### config.mk
export PLATFORM = sky130hd
export DESIGN_NAME = player_motion_ctl
export DESIGN_NICKNAME = d
export VERILOG_FILES = /design/src/rtl/player_motion_ctl.sv
export SDC_FILE = /design/constraint.sdc
export NUM_CORES = 1
export LEC_CHECK = 0
export BUFFER_PORTS_ARGS = -buffer_cell sky130_fd_sc_hd__buf_2
export CAP_MARGIN = 10
export CORE_MARGIN = 2
export CORE_UTILIZATION = 30
export CTS_BUF_LIST = sky130_fd_sc_hd__clkbuf_4 sky130_fd_sc_hd__clkbuf_8 sky130_fd_sc_hd__clkbuf_16
export DETAILED_ROUTE_END_ITERATION = 8
export PLACE_DENSITY_LB_ADDON = 0.15
export SLEW_MARGIN = 0
export SYNTH_ARGS = -nofsm -noshare
export SYNTH_HDL_FRONTEND = slang
export SYNTH_SLANG_ARGS = --single-unit
### constraint.sdc
create_clock -name clk -period 5.1 [get_ports clk]
set_input_delay 1.02 -clock clk [delete_from_list [all_inputs] [get_ports clk]]
set_output_delay 1.02 -clock clk [all_outputs]
set_load 0.02 [all_outputs]
### src/rtl/player_motion_ctl.sv
// Player movement controller: key levels to clamped x position and jump/gravity y position.
// Optional second mid-air jump enabled by defining PLAYER_MOTION_DOUBLE_JUMP_EN.
module player_motion_ctl #(
    parameter int W         = 12,
    parameter int TICK_DIV  = 100000,
    parameter int X_MIN     = 0,
    parameter int X_MAX     = 1000,
    parameter int X_START   = 50,
    parameter int Y_TOP     = 0,
    parameter int Y_GROUND  = 500,
    parameter int WALK_STEP = 2,
    parameter int JUMP_V0   = 12,
    parameter int GRAVITY   = 1,
    parameter int VMAX_FALL = 16
) (
    input  logic         clk,
    input  logic         rst_n,
    input  logic         key_a,
    input  logic         key_d,
    input  logic         key_w,
    output logic [W-1:0] pos_x,
    output logic [W-1:0] pos_y,
    output logic         airborne,
    output logic         facing_left,
    output logic         tick
);

    localparam int CW = (TICK_DIV > 2) ? $clog2(TICK_DIV) : 1;
    localparam logic [CW-1:0] CNT_LAST = CW'(TICK_DIV - 1);

    localparam logic [W-1:0] X_MIN_P    = W'(X_MIN);
    localparam logic [W-1:0] X_MAX_P    = W'(X_MAX);
    localparam logic [W-1:0] X_START_P  = W'(X_START);
    localparam logic [W-1:0] Y_TOP_P    = W'(Y_TOP);
    localparam logic [W-1:0] Y_GROUND_P = W'(Y_GROUND);
    localparam logic [W:0]   STEP_G     = (W+1)'(WALK_STEP);
    localparam logic [W:0]   X_MIN_G    = (W+1)'(X_MIN);
    localparam logic [W:0]   X_MAX_G    = (W+1)'(X_MAX);

    localparam logic signed [W+1:0] Y_TOP_S    = (W+2)'(Y_TOP);
    localparam logic signed [W+1:0] Y_GROUND_S = (W+2)'(Y_GROUND);
    localparam logic signed [W+1:0] JUMP_S     = (W+2)'(JUMP_V0);
    localparam logic signed [W:0]   VY_JUMP    = (W+1)'(GRAVITY - JUMP_V0);
    localparam logic signed [W:0]   VY_GRAV    = (W+1)'(GRAVITY);
    localparam logic signed [W:0]   VY_MAX     = (W+1)'(VMAX_FALL);

    typedef enum logic [1:0] {
        ST_GROUND,
        ST_RISE,
        ST_FALL
    } state_t;

    state_t              state_q, state_d;
    logic [CW-1:0]       cnt_q, cnt_d;
    logic                tick_q, tick_d;
    logic                key_w_q;
    logic                jump_req_q, jump_req_d;
    logic [W-1:0]        pos_x_q, pos_x_d;
    logic [W-1:0]        pos_y_q, pos_y_d;
    logic signed [W:0]   vy_q, vy_d;
    logic                facing_q, facing_d;

    logic                jump_now;
    logic                dj_avail;
    logic [W:0]          x_inc, x_dec;
    logic signed [W+1:0] y_sum, y_jump;
    logic signed [W:0]   vy_grav;

    always_ff @(posedge clk or negedge rst_n) begin
        if (!rst_n) begin
            state_q    <= ST_GROUND;
            cnt_q      <= '0;
            tick_q     <= 1'b0;
            key_w_q    <= 1'b0;
            jump_req_q <= 1'b0;
            pos_x_q    <= X_START_P;
            pos_y_q    <= Y_GROUND_P;
            vy_q       <= '0;
            facing_q   <= 1'b0;
        end else begin
            state_q    <= state_d;
            cnt_q      <= cnt_d;
            tick_q     <= tick_d;
            key_w_q    <= key_w;
            jump_req_q <= jump_req_d;
            pos_x_q    <= pos_x_d;
            pos_y_q    <= pos_y_d;
            vy_q       <= vy_d;
            facing_q   <= facing_d;
        end
    end

`ifdef PLAYER_MOTION_DOUBLE_JUMP_EN
    logic dj_used_q, dj_used_d;

    always_ff @(posedge clk or negedge rst_n) begin
        if (!rst_n) dj_used_q <= 1'b0;
        else        dj_used_q <= dj_used_d;
    end

    // Spent by a mid-air jump, rearmed on landing.
    always_comb begin
        dj_used_d = dj_used_q;
        if (tick_q && state_q != ST_GROUND) begin
            if (jump_now && !dj_used_q) dj_used_d = 1'b1;
            else if (state_d == ST_GROUND) dj_used_d = 1'b0;
        end
    end

    assign dj_avail = !dj_used_q;
`else
    assign dj_avail = 1'b0;
`endif

    // tick_q is high exactly while the counter sits at its last value.
    always_comb begin
        cnt_d      = (cnt_q == CNT_LAST) ? '0 : cnt_q + 1'b1;
        tick_d     = (cnt_d == CNT_LAST);
        jump_now   = jump_req_q | (key_w & ~key_w_q);
        jump_req_d = tick_q ? 1'b0 : jump_now;
    end

    always_comb begin
        pos_x_d  = pos_x_q;
        facing_d = facing_q;
        x_inc    = {1'b0, pos_x_q} + STEP_G;
        x_dec    = {1'b0, pos_x_q} - STEP_G;
        if (tick_q) begin
            if (key_d && !key_a) begin
                pos_x_d  = (x_inc > X_MAX_G) ? X_MAX_P : x_inc[W-1:0];
                facing_d = 1'b0;
            end else if (key_a && !key_d) begin
                pos_x_d  = (x_dec[W] || x_dec < X_MIN_G) ? X_MIN_P : x_dec[W-1:0];
                facing_d = 1'b1;
            end
        end
    end

    // Vertical sums use two guard bits so ceiling/floor overshoot stays signed.
    always_comb begin
        state_d = state_q;
        pos_y_d = pos_y_q;
        vy_d    = vy_q;
        y_sum   = signed'({2'b00, pos_y_q}) + signed'({vy_q[W], vy_q});
        y_jump  = signed'({2'b00, pos_y_q}) - JUMP_S;
        vy_grav = vy_q + VY_GRAV;
        if (tick_q) begin
            unique case (state_q)
                ST_GROUND: begin
                    vy_d    = '0;
                    pos_y_d = Y_GROUND_P;
                    if (jump_now) begin
                        pos_y_d = (y_jump < Y_TOP_S) ? Y_TOP_P : y_jump[W-1:0];
                        vy_d    = VY_JUMP;
                        state_d = ST_RISE;
                    end
                end
                ST_RISE, ST_FALL: begin
                    if (jump_now && dj_avail) begin
                        pos_y_d = (y_jump < Y_TOP_S) ? Y_TOP_P : y_jump[W-1:0];
                        vy_d    = VY_JUMP;
                        state_d = ST_RISE;
                    end else if (state_q == ST_RISE) begin
                        if (y_sum < Y_TOP_S) begin
                            pos_y_d = Y_TOP_P;
                            vy_d    = '0;
                            state_d = ST_FALL;
                        end else begin
                            pos_y_d = y_sum[W-1:0];
                            vy_d    = vy_grav;
                            if (!vy_grav[W]) state_d = ST_FALL;
                        end
                    end else begin
                        if (y_sum >= Y_GROUND_S) begin
                            pos_y_d = Y_GROUND_P;
                            vy_d    = '0;
                            state_d = ST_GROUND;
                        end else begin
                            pos_y_d = y_sum[W-1:0];
                            vy_d    = (vy_grav > VY_MAX) ? VY_MAX : vy_grav;
                        end
                    end
                end
                default: begin
                    state_d = ST_GROUND;
                    vy_d    = '0;
                    pos_y_d = Y_GROUND_P;
                end
            endcase
        end
    end

    assign pos_x       = pos_x_q;
    assign pos_y       = pos_y_q;
    assign airborne    = (state_q != ST_GROUND);
    assign facing_left = facing_q;
    assign tick        = tick_q;

endmodule

# Word level (Yosys, flattened, before mapping)
# Index checks and enable logic that the tools add are counted.
[classes]
reduce_logical = 11
n_eq_ne = 7
magnitude_cmp = 6
muxes = 26
bitwise_logic = 3
n_addsub = 6
[ops]
columns = ["cell", "n"]
rows = [
  ["2-to-1 mux 12 bit", 9],
  ["2-to-1 mux 13 bit", 5],
  ["equality test 17 bit, second input constant", 2],
  ["< comparator 13 x 1 -> 1 bit, second input constant", 2],
  ["one-hot mux 13 bit (2 select lines)", 1],
  ["one-hot mux 12 bit (2 select lines)", 1],
  ["adder 17 x 1 -> 17 bit, second input constant", 1],
  ["2-to-1 mux 17 bit", 1],
  ["adder 13 x 13 -> 14 bit", 1],
  [">= comparator 14 x 10 -> 1 bit, second input constant", 1],
  ["< comparator 14 x 1 -> 1 bit, second input constant", 1],
  ["adder 12 x 2 -> 13 bit, second input constant", 1],
  ["adder 13 x 2 -> 13 bit, second input constant", 1],
  ["> comparator 13 x 10 -> 1 bit, second input constant", 1],
  ["> comparator 13 x 6 -> 1 bit, second input constant", 1],
  ["subtractor 12 x 2 -> 13 bit, second input constant", 1],
  ["subtractor 12 x 4 -> 13 bit, second input constant", 1],
  ["2-to-1 mux 2 bit", 5],
  ["!= test 4 bit, second input constant", 1],
  ["one-hot mux 2 bit (2 select lines)", 1],
  ["AND reduction 4 bit", 1],
  ["nonzero test 2 bit", 2],
  ["2-to-1 mux 1 bit", 3],
  ["!= test 3 bit, second input constant", 1],
  ["12 further kinds", 14],
]
[word_totals]
inputBits = 5
word_cells = 68
ff_bits = 60
output_inout_bits = 27

# Longest topological paths before layout
# Gate-level depths: netlist (run 1).
[logic_depth]
ltp_word = 6
depth_mapped = 11
depth_no_buf = 10

# Worst setup path after synthesis (run 1)
# No wires, ideal clock.
[synth_timing]
path_type = "flip-flop to flip-flop"
startpoint = "reg pos_y_q[6] (netlist: pos_y[6])"
endpoint = "reg pos_y_q[3] (netlist: pos_y[3])"
n_path_buf = 2
synth_period_minus_slack_ps = 2957
path_stages_with_launch = 11
path_slack_ps = 2143
setup_ps = 126
required_time_ps = 4974
arrival_ps = 2831
path_cell_list = "dfstp_2 ha_1 clkbuf_1 a211oi_1 o21bai_1 and2_1 a211oi_2 a21bo_1 clkbuf_1 nor3_1 a221o_1"
[synth_via]
elab_chain_len = 5
word_cells_on_any_way = 11
classes_between = "2 x add/sub; 3 x order compare; 6 x mux"
[synth_rtl]
columns = ["item", "line", "text"]
rows = [
  ["start: declaration", "59", "logic [W-1:0] pos_y_q, pos_y_d;"],
  ["start signal: assignment", "87", "pos_y_q <= pos_y_d;"],
  ["adder 13 x 13 -> 14 bit / subtractor 12 x 4 -> 13 bit (equally long branches)", "144, 145", ""],
  [">= comparator 14 x 10 -> 1 bit, or another cell as far along", "174", "if (y_sum >= Y_GROUND_S) begin"],
  ["2-to-1 mux 12 bit (on tied branches)", "174, 153, 164", ""],
  ["2-to-1 mux 12 bit (on tied branches)", "163, 152", ""],
  ["one-hot mux 12 bit (2 select lines) (*)", "148", "unique case (state_q)"],
]
# Mark *: on every way between the ends. The rest lies on a longest branch, timed or not.
# A chain may end at the register's enable or synchronous reset.

# Final worst setup path (run 1)
[layout_timing]
startpoint = "reg vy_q[0]"
endpoint = "reg pos_y_q[8] (netlist: pos_y[8])"
[layout_via]
elab_chain_len = 5
word_cells_on_any_way = 7
classes_between = "1 x add/sub; 2 x order compare; 4 x mux"
[layout_rtl]
columns = ["item", "line", "text"]
rows = [
  ["start: declaration", "60", "logic signed [W:0] vy_q, vy_d;"],
  ["start signal: assignment", "88", "vy_q <= vy_d;"],
  ["adder 13 x 13 -> 14 bit (*)", "144", "y_sum = signed'({2'b00, pos_y_q}) + signed'({vy_q[W], vy_q});"],
  [">= comparator 14 x 10 -> 1 bit / < comparator 14 x 1 -> 1 bit (equally long branches)", "174, 164", ""],
  ["2-to-1 mux 12 bit (on tied branches)", "174, 164", ""],
  ["2-to-1 mux 12 bit (*)", "163", "end else if (state_q == ST_RISE) begin"],
  ["one-hot mux 12 bit (2 select lines) (*)", "148", ""],
]
# Marks and branches as above.

==> results.json, run 1 <==
{
  "areaGrowthSynthToFinish_pct": 12.4,
  "ctsRootBufferMaster": "clkbuf_16",
  "cts_setup_buffers": 0,
  "status": "finished clean",
  "cts_num_sinks": 59,
  "pin_count": 32,
  "final_cells": 802,
  "num_rows": 45,
  "timing.hold.worst_endpoint": "facing_left",
  "die_height_um": 129,
  "drcViolationCount": 0,
  "hold_path_depth": 2,
  "synth_simple_gate_area_share_pct": 25.4,
  "reg_to_reg_setup_timing_slack_ns": 1.55,
  "synth-seq-cells": 59,
  "synth_area_in_adders_pct": 6.01,
  "endpoint_kind": "flip-flop",
  "synth_largest_area_cell": "dfrtp_1",
  "rr_startpoint": "vy_q[0]",
  "main_combinational_cell_family_by_area_after_synthesis": "simple AND/OR/NAND/NOR gates",
  "ys_seq_area_share_pct": 31.6,
  "max_cap_viol_count": 0,
  "synth_area_per_cell_um2": 8.21,
  "postRouteWirelength_um": 13400,
  "final_layout_size_suffix_gt1_share_pct": 11.8,
  "finalClockSkew_ns": 0.00909,
  "rsz0062_at_grt": "false",
  "cts-buffers-inserted": 9,
  "timing.max_slew.rel_slack_pct": 26.0,
  "vias_per_cell": 5.59,
  "grt_max_degree": 60,
  "fmaxAchievable_ghz": 0.282,
  "cts-resized-gates": 0,
  "buffer_ports.inserted": 30,
  "worst-setup-path-type": "flip-flop to flip-flop",
  "met3_usage_pct": 4.09,
  "dominantRegCellSynth": "dfrtp_1",
  "synth_cell_types": 81,
  "worst_slew_pin_slew_ns": 1.11,
  "destination_of_the_worst_register_to_register_timing_path": "pos_y[8]",
  "worst_hold_slack_ns": 0.490,
  "drt_pre_antenna_iters": 5,
  "initialDrtViolationCount": 385,
  "holdBufCountCts": 0,
  "layout.nets": 613,
  "n_antenna_cell": 0,
  "fin_setup_tns_ns": 0,
  "vias": 4487,
  "hold_violations": 0,
  "clock_tree.buffer_depth": 2,
  "globalRouteTotalUtil_pct": 16.9,
  "most_used_standard_cell_by_instance_count_after_synthesis": "dfrtp_1",
  "min_period_over_period_pct": 69.6,
  "setup_violations": 0,
  "design.die.area_um2": 16700,
  "globalRoute.totalOverflow": 0,
  "hold_start": "facing_left",
  "syn-cell-area_um2": 4710,
  "post-synth-top-area-fraction_pct": 26.6,
  "worstRegToRegCells": 10,
  "synthArstFlopShare_pct": 100,
  "fin_crit_ns": 3.55,
  "number_of_pins_with_negative_max_slew_slack_in_the_final_report": 0,
  "dpl.hpwl_um": 9480,
  "global_route_wire_length_before_repair_um": 22100,
  "wl_per_cell_um": 16.7,
  "power.density_nw_per_um2": 205,
  "postSynthCellCount": 573,
  "ys.warnings.count": 0,
  "synth_common_cells": "50 x dfrtp_1, 48 x nand2_1, 47 x a21oi_1, 40 x nor2_1, 32 x o21ai_0",
  "initial_core_util_pct": 30.8,
  "worstSetupStartpointType": "flip-flop",
  "mappedNetlistNets": 600,
  "tritoncts": "built",
  "xor_xnor_fraction_of_synth_area_pct": 5.96,
  "worst_skew_pair.late_latency_ns": 0.35,
  "antenna_found_initial": 0,
  "data_arrival_time_of_the_critical_path_ns": 3.83,
  "maximum_fanout_along_the_worst_path": 6,
  "use_met2_pct": 26.4,
  "first_global_vias": 4233,
  "timing.critical_path.required_ns": 5.38,
  "netlist_top_cells_area": "dfrtp_1 27%, ha_1 5.6%, dfstp_2 5.0%",
  "post_synth_mux_area_share_pct": 1.33,
  "finalWeightedCongestion": 0.837,
  "h_tree_depth_reported_by_cts": 3,
  "design.core.area_um2": 15300,
  "ant_nets": 0,
  "top_usage_layer": "met2",
  "chipWidth_um": 129,
  "path_clk_slew_ns": 0.06,
  "compound_gate_portion_of_the_synthesized_area_pct": 24.9,
  "max-vdd-ir-drop_mv": 0.154,
  "leakage_nw": 2.04,
  "number_of_enable_type_register_cells_in_the_synthesized_netlist": 0,
  "placed_cells_incl_taps": 786,
  "hold_path_class": "flip-flop to flip-flop",
  "met1_usage_grt_pct": 23.2
}
-- placed cells by master, fill, tap and decap left out, drive strengths merged, types with 14 or more instances in the layout --
master / netlist / routed
xnor2: 19 / 19
nand4: 20 / 20
buf: 5 / 33
a21oi: 47 / 47
nor3: 24 / 24
nand2: 48 / 48
ha: 21 / 21
nor4: 14 / 14
o21ai: 33 / 33
inv: 24 / 25
nand3: 24 / 24
nor2: 41 / 41
dfrtp: 50 / 50
-- metal layers --
layer	part of all wire, %	routed length, µm
met5	0	0
met4	1.2	162
met3	4.7	632
met2	45	6060
met1	49	6510
-- sequential cells by signal, indices dropped and copies added (netlist names) --
name,cells
state_q,2
key_w_q,1
pos_x,11
cnt_q,17
jump_req_q,1
pos_y,12
vy_q,13
tick,1
facing_left,1
-- worst max path at each step --
| stage | from | endpoint | slack (ns) | cells after the start |
|---|---|---|---|---|
| final | vy_q[0] | pos_y[8] | 1.55 | 10 |
| after global routing | vy_q[0] | pos_y[8] | 1.33 | 10 |
| after CTS | vy_q[0] | pos_y[8] | 1.60 | 10 |
| after detailed placement | vy_q[0] | pos_y[8] | 1.64 | 10 |
| after global placement | vy_q[0] | pos_y[8] | 1.78 | 10 |
| after floorplan | pos_y[6] | pos_y[3] | 2.14 | 10 |
-- cell families (layout without fill, tap and decap cells) --
logic type | Yosys count | in the layout
compound gates | 175 | 175
xor+xnor | 32 | 32
fa+ha+maj | 22 | 22
buf+inv | 55 | 73
flops | 59 | 59
mux | 6 | 6
other cells | 1 | 1
simple gates | 223 | 223
-- cell type report --
cell class | count | area [µm²]
clock buffers | 9 | 225
clock inverters | 7 | 53.8
fillers | 1547 | 9970
inverters | 24 | 90.1
multi-input cells | 459 | 3000
flip-flops and latches | 59 | 1490
well taps | 211 | 264
repair buffers | 33 | 173
-- worst max-delay path, cell delays in order (launching register included) --
cell and delay (ns):
dfrtp_1 0.44, ha_1 0.23, fa_1 0.44, a21o_1 0.25, a221oi_1 0.42, xnor2_1 0.20
o211ai_1 0.15, nor4_2 0.35, nor3_1 0.17, nor4_2 0.63, a311o_1 0.21
-- stage by stage --
| stage | worst slack (ns) | total power, mW | area, µm² | util [%] |
|---|---|---|---|---|
| 6_report | 1.55 | 1.08 | 5290 | 34.7 |
| 3_5_place_dp | 1.64 | 0.512 | 5010 | 32.8 |
| 5_1_grt | 1.33 | 1.13 | 5290 | 34.7 |
| 4_1_cts | 1.60 | 1.10 | 5290 | 34.7 |
| 2_1_floorplan | 2.14 | 0.496 | 4710 | - |
| 3_3_place_gp | 1.78 | 0.512 | 5010 | 32.8 |
-- power by group --
| part | switching, mW | internal [mW] | total (mW) |
|---|---|---|---|
| Sequential | 0.00396 | 0.471 | 0.475 |
| Combinational | 0.0200 | 0.00758 | 0.0275 |
| Clock | 0.248 | 0.331 | 0.580 |
| Total | 0.272 | 0.810 | 1.08 |
No activity file was read; power rests on OpenSTA's default activity.
==> run 2: changes to the inputs <==
- ABC_AREA: default -> 1
- clock period: 5.1 -> 3.1 ns (I/O delays scaled with it)
==> results.json, run 2 <==
{
  "globalRouteTotalUtil_pct": 16.2,
  "h_tree_depth_reported_by_cts": 3,
  "postRouteWirelength_um": 13500,
  "post-synth-top-area-fraction_pct": 25.6,
  "data_arrival_time_of_the_critical_path_ns": 2.79,
  "max-vdd-ir-drop_mv": 0.256,
  "final_layout_size_suffix_gt1_share_pct": 12.4,
  "synth_simple_gate_area_share_pct": 40.4,
  "post_synth_mux_area_share_pct": 0,
  "synth_area_per_cell_um2": 6.67,
  "design.die.area_um2": 17400,
  "worst_path_largest_cell_delay_ns": 0.45,
  "finish.utilization_pct": 35.0,
  "holdBufCountCts": 0,
  "globalRoute.totalOverflow": 0,
  "number_of_pins_with_negative_max_slew_slack_in_the_final_report": 0,
  "cts_num_sinks": 59,
  "buffer_ports.inserted": 30,
  "path_clk_slew_ns": 0.05,
  "hold_start": "key_w",
  "rsz0062_at_grt": "false",
  "reg_to_reg_setup_timing_slack_ns": 0.59,
  "drcViolationCount": 0,
  "synth-seq-cells": 59,
  "final_cell_mix": "208 x nand2_1, 120 x inv_1, 78 x nor2_1",
  "fin_crit_ns": 2.51,
  "fmaxAchievable_ghz": 0.398,
  "drt_pre_antenna_iters": 5,
  "design.core.area_um2": 15900,
  "endpoint_kind": "flip-flop",
  "min_period_over_period_pct": 81.1,
  "hold_path_class": "primary input to flip-flop",
  "synthArstFlopShare_pct": 100,
  "finalClockSkew_ns": 0.0101,
  "crit_chain": "ha_1, fa_1, nand3_1, nand3_1, nand3_1, nand3_1, nand2_1, nand3_1, nor2_1, nand3_2, nand2_4, nand2_1, nand2_1, nand2_1, nand2_1",
  "global_route_wire_length_before_repair_um": 22700,
  "cp_slowest_cell": "fa_1",
  "worstSetupStartpointType": "flip-flop",
  "number_of_enable_type_register_cells_in_the_synthesized_netlist": 0,
  "areaGrowthSynthToFinish_pct": 14.0,
  "ys.warnings.count": 0,
  "n_antenna_cell": 0,
  "synth_largest_area_cell": "dfrtp_1",
  "vias_per_cell": 4.72,
  "layout.cells.most_common": "nand2_1",
  "worst_slew_pin_slew_ns": 0.818,
  "totalPowerFinal_mw": 1.99,
  "cts_setup_buffers": 0,
  "timing.max_slew.rel_slack_pct": 45.5,
  "most_used_standard_cell_by_instance_count_after_synthesis": "nand2_1",
  "mappedNetlistNets": 761,
  "postSynthCellCount": 734,
  "placed_cells_incl_taps": 972,
  "setup_violations": 0,
  "tritoncts": "built",
  "largest_register_ff_count": 17,
  "layout.nets": 794,
  "grt_max_degree": 60,
  "pin_count": 32,
  "leakage_nw": 2.76,
  "antenna_found_initial": 0,
  "maximum_fanout_along_the_worst_path": 18,
  "cts-buffers-inserted": 9,
  "worst_skew_pair.late_latency_ns": 0.35,
  "syn-cell-area_um2": 4890,
  "setup_slack_after_layout_ns": 0.586,
  "num_rows": 46,
  "ctsRootBufferMaster": "clkbuf_16",
  "hold_violations": 0,
  "rr_startpoint": "vy_q[0]",
  "chipWidth_um": 132,
  "worst-setup-path-type": "flip-flop to flip-flop",
  "compound_gate_portion_of_the_synthesized_area_pct": 5.80,
  "ys_seq_area_share_pct": 30.4,
  "largest_register": "cnt_q",
  "finalWeightedCongestion": 0.907,
  "power.density_nw_per_um2": 356,
  "xor_xnor_fraction_of_synth_area_pct": 6.24,
  "critPathLaunch": "vy_q[0]",
  "cts-resized-gates": 0,
  "synth_area_in_adders_pct": 5.78,
  "final_cells": 988,
  "main_combinational_cell_family_by_area_after_synthesis": "simple AND/OR/NAND/NOR gates",
  "initialDrtViolationCount": 218,
  "vias": 4666,
  "ant_nets": 0,
  "status": "finished clean",
  "wl_per_cell_um": 13.7,
  "synth_cell_types": 46,
  "die_height_um": 132,
  "fin_setup_tns_ns": 0,
  "initial_core_util_pct": 30.7,
  "netlist_top_cells_area": "dfrtp_1 26%, nand2_1 16%, inv_1 9.2%",
  "critical_path_buf_inv_count": 0,
  "timing.critical_path.required_ns": 3.38,
  "dominantRegCellSynth": "dfrtp_1",
  "dpl.hpwl_um": 10400,
  "synth_common_cells": "208 x nand2_1, 120 x inv_1, 78 x nor2_1, 57 x nand3_1, 50 x dfrtp_1",
  "worst_path_dominant_cell_family": "simple AND/OR/NAND/NOR gates",
  "place_ws_ns": 0.607,
  "max_cap_viol_count": 0,
  "first_global_vias": 4585,
  "clock_tree.buffer_depth": 2
}
## run 2: worst paths after layout
path                       cells after the start         end
max                                           15  state_q[0]
min                                            1     key_w_q
max reg2reg                                   15  state_q[0]
min reg2reg                                    2    pos_x[1]
max in group asynchronous                      2  state_q[0]
min in group asynchronous                      2    pos_y[0]
## run 2: final cells by class
type / count / area (µm²)
Fill cell: 1749 / 10400
Multi-Input combinational cell: 536 / 2860
Sequential cell: 59 / 1490
Inverter: 127 / 477
Tap cell: 216 / 270
Clock buffer: 12 / 260
Timing Repair Buffer: 34 / 180
Clock inverter: 4 / 48.8
## run 2: metrics by stage
step / area, µm² / hold slack, ns
global placement: 5270 / 0.494
floorplan: 4890 / 0.324
detailed placement: 5270 / 0.498
finish: 5580 / 0.408
CTS: 5580 / 0.395
global route: 5580 / 0.394
## run 2: logic make-up after synthesis
group                    Yosys count
flip-flops                        59
XOR/XNOR                          34
adder cells (fa/ha/maj)           22
other                              1
AND/OR/NAND/NOR                  430
AO/OA/AOI/OAI                     49
buffers and inverters            139
## run 2: power breakdown
part           internal (mW)  total (mW)  switching, mW  leakage, nW
clock                  0.673        1.05          0.373        0.156
combinational         0.0434       0.133         0.0896         1.93
sequential             0.786       0.808         0.0222        0.673
## run 2: routing by layer
metal | wire length [µm] | global-route usage [%] | up-vias
met5 | 0 | 0 | -
met4 | 292 | 5.74 | 0
met3 | 542 | 3.31 | 25
met2 | 6130 | 25.9 | 95
met1 | 6570 | 21.7 | 2145
li1 | - | - | 2401
